$ cat config.mk
export PLATFORM = sky130hd
export DESIGN_NAME = ajuste_relogio
export DESIGN_NICKNAME = d
export VERILOG_FILES = /design/src/rtl/ajuste_pkg.sv /design/src/rtl/debounce_btn.sv /design/src/rtl/ajuste_relogio.sv
export SDC_FILE = /design/constraint.sdc
export NUM_CORES = 1
export LEC_CHECK = 0
export ABC_AREA = 1
export ABC_CLOCK_PERIOD_IN_PS = 1500
export CAP_MARGIN = 15
export CELL_PAD_IN_SITES_DETAIL_PLACEMENT = 0
export CELL_PAD_IN_SITES_GLOBAL_PLACEMENT = 2
export CORE_MARGIN = 2
export CORE_UTILIZATION = 28
export CTS_BUF_LIST = sky130_fd_sc_hd__clkbuf_2 sky130_fd_sc_hd__clkbuf_4 sky130_fd_sc_hd__clkbuf_8
export DETAILED_ROUTE_END_ITERATION = 10
export PLACE_DENSITY_LB_ADDON = 0.1
export SETUP_SLACK_MARGIN = 0.02
export SLEW_MARGIN = 20
export SYNTH_ARGS = -nofsm -noshare
export SYNTH_HDL_FRONTEND = slang
export SYNTH_SLANG_ARGS = --single-unit
$ cat constraint.sdc
create_clock -name clk_i -period 1.5 [get_ports clk_i]
set_input_delay 0.3 -clock clk_i [delete_from_list [all_inputs] [get_ports clk_i]]
set_output_delay 0.3 -clock clk_i [all_outputs]
set_load 0.005 [all_outputs]
$ cat src/rtl/ajuste_pkg.sv
// Shared state type, BCD limits and digit helpers for the ajuste_relogio time-setting front end.
package ajuste_pkg;

    localparam int unsigned BCD_W = 4;

    localparam logic [7:0] HOUR_MAX_BCD = 8'h23;
    localparam logic [7:0] MIN_MAX_BCD  = 8'h59;

    typedef enum logic [1:0] {
        IDLE,
        EDIT_H,
        EDIT_M,
        LOAD
    } state_e;

    // Two-digit BCD increment that wraps to 00 after max.
    function automatic logic [7:0] bcd_inc(input logic [7:0] val, input logic [7:0] max);
        logic [7:0] res;
        if (val == max) begin
            res = 8'h00;
        end else if (val[3:0] == 4'd9) begin
            res = {val[7:4] + 4'd1, 4'd0};
        end else begin
            res = {val[7:4], val[3:0] + 4'd1};
        end
        return res;
    endfunction

    // With the low digit <= 9, val <= max also rejects a bad high digit.
    function automatic logic bcd_valid(input logic [7:0] val, input logic [7:0] max);
        return (val[3:0] <= 4'd9) && (val <= max);
    endfunction

endpackage

$ cat src/rtl/debounce_btn.sv
// Button conditioner: 2-flop synchronizer, stability counter and a one-cycle press pulse.
module debounce_btn #(
    parameter int unsigned DEBOUNCE_CYCLES = 20
) (
    input  logic clk_i,
    input  logic reset_ni,
    input  logic btn_i,
    output logic level_o,
    output logic press_o
);

    localparam int unsigned CntW = $clog2(DEBOUNCE_CYCLES + 1);

    logic            sync1_q, sync2_q;
    logic            stable_q, stable_d;
    logic            stable_prev_q;
    logic            press_q;
    logic [CntW-1:0] cnt_q, cnt_d;

    always_comb begin
        stable_d = stable_q;
        cnt_d    = '0;
        if (sync2_q != stable_q) begin
            if (cnt_q == CntW'(DEBOUNCE_CYCLES)) begin
                stable_d = sync2_q;
            end else begin
                cnt_d = cnt_q + 1'b1;
            end
        end
    end

    always_ff @(posedge clk_i) begin
        if (!reset_ni) begin
            sync1_q       <= 1'b0;
            sync2_q       <= 1'b0;
            stable_q      <= 1'b0;
            stable_prev_q <= 1'b0;
            press_q       <= 1'b0;
            cnt_q         <= '0;
        end else begin
            sync1_q       <= btn_i;
            sync2_q       <= sync1_q;
            stable_q      <= stable_d;
            stable_prev_q <= stable_q;
            press_q       <= stable_q & ~stable_prev_q;
            cnt_q         <= cnt_d;
        end
    end

    assign level_o = stable_q;
    assign press_o = press_q;

endmodule

$ cat src/rtl/ajuste_relogio.sv
// Time-setting front end for the relogio clock: debounced buttons drive an hour/minute editor.
// Define AJUSTE_AUTOREPEAT_EN to add hold-to-repeat on the increment button.
module ajuste_relogio
    import ajuste_pkg::*;
#(
    parameter int unsigned DEBOUNCE_CYCLES = 20,
    parameter int unsigned TIMEOUT_CYCLES  = 1000,
    parameter int unsigned HOLD_CYCLES     = 200,
    parameter int unsigned REPEAT_CYCLES   = 50
) (
    input  logic             clk_i,
    input  logic             reset_ni,
    input  logic             btn_mode_i,
    input  logic             btn_inc_i,
    input  logic [1:0]       cur_h1_i,
    input  logic [BCD_W-1:0] cur_h0_i,
    input  logic [BCD_W-1:0] cur_m1_i,
    input  logic [BCD_W-1:0] cur_m0_i,
    output logic [1:0]       h_in1_o,
    output logic [BCD_W-1:0] h_in0_o,
    output logic [BCD_W-1:0] m_in1_o,
    output logic [BCD_W-1:0] m_in0_o,
    output logic             ld_time_o,
    output logic             edit_active_o,
    output logic             edit_field_o
);

    localparam int unsigned TmoW = $clog2(TIMEOUT_CYCLES + 1);

    state_e          state_q, state_d;
    logic [TmoW-1:0] tmo_q, tmo_d;
    logic [5:0]      hour_q, hour_d;
    logic [7:0]      min_q, min_d;
    logic            ld_q;

    logic mode_ev, inc_press, inc_ev;
    logic mode_level, inc_level;
    logic editing;

    debounce_btn #(
        .DEBOUNCE_CYCLES(DEBOUNCE_CYCLES)
    ) u_deb_mode (
        .clk_i   (clk_i),
        .reset_ni(reset_ni),
        .btn_i   (btn_mode_i),
        .level_o (mode_level),
        .press_o (mode_ev)
    );

    debounce_btn #(
        .DEBOUNCE_CYCLES(DEBOUNCE_CYCLES)
    ) u_deb_inc (
        .clk_i   (clk_i),
        .reset_ni(reset_ni),
        .btn_i   (btn_inc_i),
        .level_o (inc_level),
        .press_o (inc_press)
    );

    assign editing = (state_q == EDIT_H) || (state_q == EDIT_M);

`ifdef AJUSTE_AUTOREPEAT_EN
    localparam int unsigned RepMax = (HOLD_CYCLES > REPEAT_CYCLES) ? HOLD_CYCLES : REPEAT_CYCLES;
    localparam int unsigned RepW   = $clog2(RepMax + 1);

    logic [RepW-1:0] rep_cnt_q, rep_cnt_d;
    logic            rep_phase_q, rep_phase_d;
    logic            rep_ev;
    logic            unused_lvl;

    assign unused_lvl = mode_level;

    // First extra event after HOLD_CYCLES of steady press, then one every REPEAT_CYCLES.
    always_comb begin
        rep_cnt_d   = '0;
        rep_phase_d = 1'b0;
        rep_ev      = 1'b0;
        if (inc_level && editing) begin
            rep_phase_d = rep_phase_q;
            if (!rep_phase_q && rep_cnt_q == RepW'(HOLD_CYCLES - 1)) begin
                rep_ev      = 1'b1;
                rep_phase_d = 1'b1;
            end else if (rep_phase_q && rep_cnt_q == RepW'(REPEAT_CYCLES - 1)) begin
                rep_ev = 1'b1;
            end else begin
                rep_cnt_d = rep_cnt_q + 1'b1;
            end
        end
    end

    always_ff @(posedge clk_i) begin
        if (!reset_ni) begin
            rep_cnt_q   <= '0;
            rep_phase_q <= 1'b0;
        end else begin
            rep_cnt_q   <= rep_cnt_d;
            rep_phase_q <= rep_phase_d;
        end
    end

    assign inc_ev = inc_press | rep_ev;
`else
    localparam int unsigned UnusedRepCfg = HOLD_CYCLES + REPEAT_CYCLES;
    logic unused_lvl;

    assign unused_lvl = ^{mode_level, inc_level};
    assign inc_ev     = inc_press;
`endif

    always_comb begin
        state_d = state_q;
        tmo_d   = tmo_q;
        hour_d  = hour_q;
        min_d   = min_q;
        unique case (state_q)
            IDLE: begin
                tmo_d = '0;
                if (mode_ev) begin
                    state_d = EDIT_H;
                    hour_d  = bcd_valid({2'b00, cur_h1_i, cur_h0_i}, HOUR_MAX_BCD) ?
                              {cur_h1_i, cur_h0_i} : 6'h00;
                    min_d   = bcd_valid({cur_m1_i, cur_m0_i}, MIN_MAX_BCD) ?
                              {cur_m1_i, cur_m0_i} : 8'h00;
                end
            end
            EDIT_H, EDIT_M: begin
                // Mode has priority; a coincident inc event is dropped.
                if (mode_ev) begin
                    state_d = (state_q == EDIT_H) ? EDIT_M : LOAD;
                    tmo_d   = '0;
                end else if (inc_ev) begin
                    tmo_d = '0;
                    if (state_q == EDIT_H) begin
                        hour_d = 6'(bcd_inc({2'b00, hour_q}, HOUR_MAX_BCD));
                    end else begin
                        min_d = bcd_inc(min_q, MIN_MAX_BCD);
                    end
                end else if (tmo_q == TmoW'(TIMEOUT_CYCLES - 1)) begin
                    state_d = IDLE;
                    tmo_d   = '0;
                end else begin
                    tmo_d = tmo_q + 1'b1;
                end
            end
            LOAD: begin
                state_d = IDLE;
                tmo_d   = '0;
            end
            default: begin
                state_d = IDLE;
                tmo_d   = '0;
            end
        endcase
    end

    always_ff @(posedge clk_i) begin
        if (!reset_ni) begin
            state_q <= IDLE;
            tmo_q   <= '0;
            hour_q  <= '0;
            min_q   <= '0;
            ld_q    <= 1'b0;
        end else begin
            state_q <= state_d;
            tmo_q   <= tmo_d;
            hour_q  <= hour_d;
            min_q   <= min_d;
            ld_q    <= (state_d == LOAD);
        end
    end

    assign h_in1_o       = hour_q[5:4];
    assign h_in0_o       = hour_q[3:0];
    assign m_in1_o       = min_q[7:4];
    assign m_in0_o       = min_q[3:0];
    assign ld_time_o     = ld_q;
    assign edit_active_o = editing;
    assign edit_field_o  = (state_q == EDIT_M);

endmodule
==> impl_results.md, run 1 <==
- Root Driver: clkbuf_8
- Die W: around 97 um
- Post-Syn Area: about 2400 um2
- FMAX: 609 MHz
- Worst hold path class: reg2reg
- Worst-path clk slew: approximately 0.1 ns
- Die area: roughly 9400 um2
- Initial antenna violation count: 0
- Fin. Hold Viols: 0
- Via density: 4.43
- Post-synthesis sequential area ratio: about two fifths
- Ys flop type: dfxtp_1
- CP required: between 1.5 and 2 ns
- Clock Skew: 0.00649 ns
- Placed instance area: between 3000 and 4000 um2
- Clock Sinks: 47
- Cell Pwr Density: ~1000 nW/um2
- Failing checks: negative setup slack
- DR pass1 iterations: 4
- Worst slew pin tran: approximately 0.35 ns
- DP HPWL: between 4000 and 5000 um
- Worst IR drop on VDD: between 0.3 and 0.4 mV
- Port Buf Inserts: 34
- Cell leakage power: 1.68 nW
- Drt wl/cell: around 11 um
- Critical path launch point type: flip-flop
- Count leader, synth: nand2_1
- Synthesized area per cell: roughly 7 um2
- Top cell type by total area after synthesis: dfxtp_1
- Headroom to the max-slew limit: around three quarters
- 1st-iter DRT viols: 28
- Fin nets: around 460
- Gp weighted congestion: 0.746
- Buf/Inv on CP: 5
- Layout cells sized above 1: approximately 30%
- Worst Hold Margin: ~0.4 ns
- Post-route ant nets: 0
- YS warnings: 0
- TritonCTS clock tree: built
- Total CTS buffers: 5
- Setup violations, final: 14
- Yosys top cell area share: about two fifths
- Final Cycle Share: 109%
- Vias in the first global route: approximately 2300
- Setup crit end kind: flip-flop
- Core ar.: 8300 um2
- Outcome: finished with violations
- ANT cells: 0
- RSZ-0062 raised after global routing: yes
- Gr ovfl total: 0
- Detailed Route WL: approximately 5900 um
- Post-synth EDFFs: 0
- CTS Buffer Depth: 2
- Deepest level of the CTS H-tree: 2
- Syn nets: 371
- Initial core utilization: 29.2%
- Kind of critical path: reg2reg
- Tmin final: 1.64 ns
- Chip Height: between 90 and 100 um
- Max-cap violations: 0
- Slowest stage cell, crit path: dfxtp_2
- Crit Path Max Fanout: 6
- Post-Layout Inst Area: 3620 um2
- GRT Resource Usage Total: between 10 and 15%
- DRC Markers: 0
- Worst-Skew Late Latency: 0.31 ns
- Syn-to-layout area delta: 49.4%
- CP max stage delay: between 0.3 and 0.4 ns
- Final Max Tran Viols: 0
- Worst path top cell family by delay: buffers and inverters
- Largest net degree at the start of global routing: 19
- Setup WS post-layout: -0.141 ns
- I/O pins: 35
- Num rows: 33
- Top cells by area, synth: dfxtp_1 (39%), nand2_1 (9.6%), nor2_1 (7.9%)
- First-pass GRT wire length: about 10000 um
- Vias post-DR: about 2400
- Fraction of registers with async set/reset: 0%
- Cell variety after synth: 34
- Syn Inst Count: about 340
- Synth top cells by count: nand2_1 (62), nor2_1 (51), inv_1 (49)
- Worst path cell trace: inv_2 -> ha_4 -> buf_6 -> inv_8 -> o21ai_4 -> nor2_4 -> buf_4 -> nand3b_4 -> inv_4 -> o21ai_2 -> nor2_1
- Yosys reg bits: 47
- WP data arrival: roughly 1.9 ns
==> registers in the layout (all words and copies together), names as in the netlist <==
signal                    cells
tmo_q                        10
min_q                         8
hour_q                        6
u_deb_inc.cnt_q               5
u_deb_mode.cnt_q              5
state_q                       2
ld_time_o                     1
u_deb_inc.level_o             1
u_deb_inc.press_o             1
u_deb_inc.stable_prev_q       1
u_deb_inc.sync1_q             1
u_deb_inc.sync2_q             1
u_deb_mode.level_o            1
u_deb_mode.press_o            1
u_deb_mode.stable_prev_q      1
u_deb_mode.sync1_q            1
u_deb_mode.sync2_q            1
==> worst paths after layout <==
check / startpoint / endpoint / slack [ns] / depth (start not counted)
max: state_q[1]$_SDFF_PN0_ / min_q[4]$_SDFFE_PN0P_ / -0.14 / 11
min: u_deb_mode.stable_prev_q$_SDFF_PN0_ / u_deb_mode.press_o$_SDFF_PN0_ / 0.40 / 1
max reg2reg: state_q[1]$_SDFF_PN0_ / min_q[4]$_SDFFE_PN0P_ / -0.14 / 11
min reg2reg: u_deb_mode.stable_prev_q$_SDFF_PN0_ / u_deb_mode.press_o$_SDFF_PN0_ / 0.40 / 1
==> area by class of cell <==
type / count / area, um2
clock inverter: 3 / 28.8
clock buffer: 5 / 68.8
timing repair buffer: 84 / 776
inverter: 55 / 224
sequential: 47 / 975
fill: 860 / 4680
tap: 105 / 131
multi-input combinational: 233 / 1420
==> what timing repair did <==
action,4_1_cts,5_1_grt
pin swaps,10,15
hold buffers,0,0
resized for setup,43,51
setup endpoints to repair,29,29
setup buffers,14,10
==> layer usage <==
metal	global-route usage [%]	wire length [um]	vias to the layer above
li1	-	-	1252
met1	16.5	2840	1065
met2	21.8	2830	38
met3	2.73	186	4
met4	2.93	55	0
met5	0	0	-
==> through the flow <==
step           std cells  power [mW]  utilization [%]  setup TNS (ns)  worst slack [ns]
2_1_floorplan        339        2.03                -        -0.00574          -0.00376
4_1_cts              522        3.64             40.9           -1.14            -0.116
3_5_place_dp         501        2.55             37.6           -2.16            -0.142
3_3_place_gp         501        2.55             37.6           -2.13            -0.135
5_1_grt              532        4.01             43.7           -2.56            -0.221
6_report             532        3.73             43.7           -1.03            -0.141
==> cells in the final DEF (no fill, tap or decap), drive strengths merged <==
master,synthesis,final
o211ai,1,1
dlymetal6s2s,0,8
o21a,1,1
ha,14,14
inv,55,58
o22ai,1,1
dfxtp,47,47
a21oi,17,17
nand3b,1,1
nand4,4,4
a211o,1,1
nor3,6,6
dlygate4sd2,0,3
a31oi,2,2
nor3b,1,1
or2,2,2
nand3,27,27
clkdlybuf4s50,0,21
clkbuf,1,5
nand2,67,67
nor2,55,55
buf,3,52
o21ai,24,24
xnor2,3,3
xor2,6,6
==> cells by family after synthesis <==
kind of cell	synth area share (%)
and+or+nand+nor	30.1
buffers and inverters	10.2
AOI/OAI and AO/OA	10.4
DFF	38.8
adders and majority gates	7.22
xor gates and xnor gates	3.25
==> power by group <==
group | total, mW | switching [mW] | internal, mW
Clock | 0.862 | 0.509 | 0.353
Sequential | 1.42 | 0.0482 | 1.37
Combinational | 1.45 | 0.695 | 0.756
Total | 3.73 | 1.25 | 2.48
Note: power is estimated with default switching activity, not from simulation.
==> run 2: changes to the inputs <==
--- a/config.mk
+++ b/config.mk
@@ -7,9 +7,10 @@
 export LEC_CHECK = 0
 export ABC_AREA = 1
 export ABC_CLOCK_PERIOD_IN_PS = 1500
-export CAP_MARGIN = 15
+export CAP_MARGIN = 20
 export CELL_PAD_IN_SITES_DETAIL_PLACEMENT = 0
 export CELL_PAD_IN_SITES_GLOBAL_PLACEMENT = 2
+export CORE_ASPECT_RATIO = 0.6
 export CORE_MARGIN = 2
 export CORE_UTILIZATION = 28
 export CTS_BUF_LIST = sky130_fd_sc_hd__clkbuf_2 sky130_fd_sc_hd__clkbuf_4 sky130_fd_sc_hd__clkbuf_8
==> run 2 against run 1 <==
  * The run still ends with negative setup slack left
  * Register-to-register slack improved by 0.05 ns
  * Hold slack got worse by 0.019 ns
  * First-iteration DRC count increased to 3.5 times the previous value
  * Sequential cell count unchanged
  * Sequential power barely moved
  * Total power is 2.1% higher
  * Die area up 0.26%
  * Sequential share of layout area grew 1.2 points
  * Clock power rose by 32%
  * Non-clock buffer count is 13 lower
  * Setup slack better by 0.048 ns
  * Combinational power is 14% lower
  * Critical endpoint is now hour_q[4]$_SDFFE_PN0P_
  * Largest power group is now sequential cells
  * Highest routed layer unchanged
==> impl_results.md, run 2 (synthesis results as in run 1) <==
- Initial core utilization: between 20 and 30%
- CP max stage delay: between 0.3 and 0.4 ns
- Failing checks: negative setup slack
- TritonCTS clock tree: built
- Biggest regs: tmo_q: 10 flops, min_q: 8 flops, hour_q: 6 flops
- Cell leakage power: around 1.6 nW
- Worst IR drop on VDD: 0.351 mV
- Max-cap violations: 0
- Worst hold path class: reg2reg
- Via density: ~4.2
- Worst Hold Margin: roughly 0.38 ns
- Max reg flops: 10
- Reg with most FFs: tmo_q
- DP HPWL: approximately 4600 um
- Layout cells sized above 1: roughly a quarter
- R2R setup slack: -0.09 ns
- Die area: between 9000 and 10000 um2
- DR pass1 iterations: 4
- Critical path launch point type: flip-flop
- ANT cells: 0
- RSZ-0062 raised after global routing: yes
- Kind of critical path: reg2reg
- Core ar.: around 8500 um2
- Slowest stage cell, crit path: dfxtp_2
- First-pass GRT wire length: ~10000 um
- Crit Path Max Fanout: 5
- Chip Height: around 76 um
- Tmin final: 1.59 ns
- Clock Sinks: between 40 and 50
- Deepest level of the CTS H-tree: 2
- Setup violations, final: 11
- RR Startpoint: state_q[1]$_SDFF_PN0_
- Headroom to the max-slew limit: 78.0%
- Gate power share: 32.5%
- Worst-Skew Late Latency: between 0.3 and 0.4 ns
- Design Power: roughly 3.8 mW
- Final Cycle Share: 106%
- CTS Buffer Depth: 2
- Most frequent cells in the layout: nand2_1 (58), inv_1 (47), nor2_1 (45)
- Worst reg-to-reg path cell count: 13
- Fill cells: just under 900
- Gp weighted congestion: about 0.73
- Cell Pwr Density: 1100 nW/um2
- Fin nets: about 450
- GRT Resource Usage Total: around 14%
- WP data arrival: around 1.8 ns
- Post-route ant nets: 0
- CP endpoint: hour_q[4]$_SDFFE_PN0P_
- DRC Markers: 0
- Crit path launch: state_q[1]$_SDFF_PN0_
- Inst Count DP: 506
- Clk network pwr share: between 20 and 30%
- Final Max Tran Viols: 0
- Fin. Hold Viols: 0
- 1st-iter DRT viols: 99
- Setup crit end kind: flip-flop
- Gr ovfl total: 0
- Most common cell after layout, fill and taps aside: nand2_1
- Vias in the first global route: ~2200
- Num rows: 26
- RR Endpoint: hour_q[4]$_SDFFE_PN0P_
- FMAX: between 600 and 700 MHz
- Multi-input logic area: around 1400 um2
- Setup WS post-layout: -0.0937 ns
- Detailed Route WL: 6010 um
- Syn-to-layout area delta: 43.1%
- CP required: 1.74 ns
- Clock Skew: about 0.0065 ns
- Die W: approximately 120 um
- Outcome: finished with violations
- Reg area: ~970 um2
- Vias post-DR: around 2200
- Largest net degree at the start of global routing: 15
- Fin cells: 526
- Cell mode on critical path: nand2_2
- Drt wl/cell: between 10 and 15 um
- Psw: about 1.1 mW
- Total CTS buffers: 5
- Worst slew pin tran: approximately 0.33 ns
- I/O pins: 35
- Sw Ratio: roughly 30%
- Flop pwr share: roughly 38%
- Worst-path clk slew: around 0.09 ns
- Core Util, Final: roughly two fifths
- Initial antenna violation count: 0
- Cell-internal power: ~2.7 mW
- Port Buf Inserts: 34
- Worst path cell trace: inv_2 -> ha_4 -> buf_8 -> inv_8 -> nand2_2 -> nand2_2 -> nor2_4 -> inv_2 -> nor2_2 -> nand2_2 -> nand2_2 -> nand2_2 -> nor2_2
- Root Driver: clkbuf_8
- Hold-fix buffers, CTS: 0
-- run 2: stage by stage --
stage | TNS (ns) | area [um2] | setup WS [ns]
after floorplan | -0.00574 | 2460 | -0.00376
after global placement | -2.82 | 3090 | -0.162
after detailed placement | -2.91 | 3090 | -0.179
after CTS | -0.943 | 3320 | -0.118
after global routing | -1.94 | 3470 | -0.185
final | -0.614 | 3470 | -0.0937
-- run 2: final cells by class --
type | instances | area share [%]
Multi-Input combinational cell | 233 | 39.5
Sequential cell | 47 | 28.1
Timing Repair Buffer | 71 | 18.2
Inverter | 55 | 6.31
Tap cell | 112 | 4.04
Clock buffer | 6 | 2.20
Clock inverter | 2 | 1.73
-- run 2: routing by layer --
layer | GRT usage, % | wire length (um) | share of wire, % | up-vias
met5 | 0 | 0 | 0 | -
met4 | 3.71 | 31 | 0.52 | 0
met3 | 3.89 | 255 | 4.2 | 2
met2 | 18.7 | 2280 | 38 | 30
met1 | 22.0 | 3440 | 57 | 971
li1 | - | - | - | 1222
-- run 2: how the worst min path moves through the flow --
stage | slack, ns | to | cells past startpoint | from
after floorplan | 0.37 | u_deb_inc.press_o$_SDFF_PN0_ | 1 | u_deb_inc.stable_prev_q$_SDFF_PN0_
after global placement | 0.37 | u_deb_mode.press_o$_SDFF_PN0_ | 1 | u_deb_mode.stable_prev_q$_SDFF_PN0_
after detailed placement | 0.37 | u_deb_inc.press_o$_SDFF_PN0_ | 1 | u_deb_inc.stable_prev_q$_SDFF_PN0_
after CTS | 0.39 | u_deb_inc.press_o$_SDFF_PN0_ | 1 | u_deb_inc.stable_prev_q$_SDFF_PN0_
after global routing | 0.40 | u_deb_mode.press_o$_SDFF_PN0_ | 1 | u_deb_mode.stable_prev_q$_SDFF_PN0_
final | 0.38 | u_deb_inc.press_o$_SDFF_PN0_ | 1 | u_deb_inc.stable_prev_q$_SDFF_PN0_
-- run 2: critical path: cells and delay by family (launching register included) --
| kind | cells | cell delay [ns] |
|---|---|---|
| adders and majority gates | 1 | 0.26 |
| buffers and inverters | 4 | 0.26 |
| DFF | 1 | 0.35 |
| and+or+nand+nor | 8 | 0.64 |
-- run 2: power groups by stage --
stage	clock [mW]	combinational (mW)	sequential [mW]
floorplan	0	0.551	1.48
global placement	0	1.06	1.48
detailed placement	0	1.05	1.47
CTS	1.17	1.15	1.44
global route	1.23	1.39	1.45
finish	1.14	1.24	1.43
-- run 2: repair_timing --
item,in CTS,in global routing
buffers inserted,8,4
setup endpoints to repair,24,34
resized for setup,38,37
cloned,0,0
endpoints found under the hold margin,0,0
pin swaps,6,9
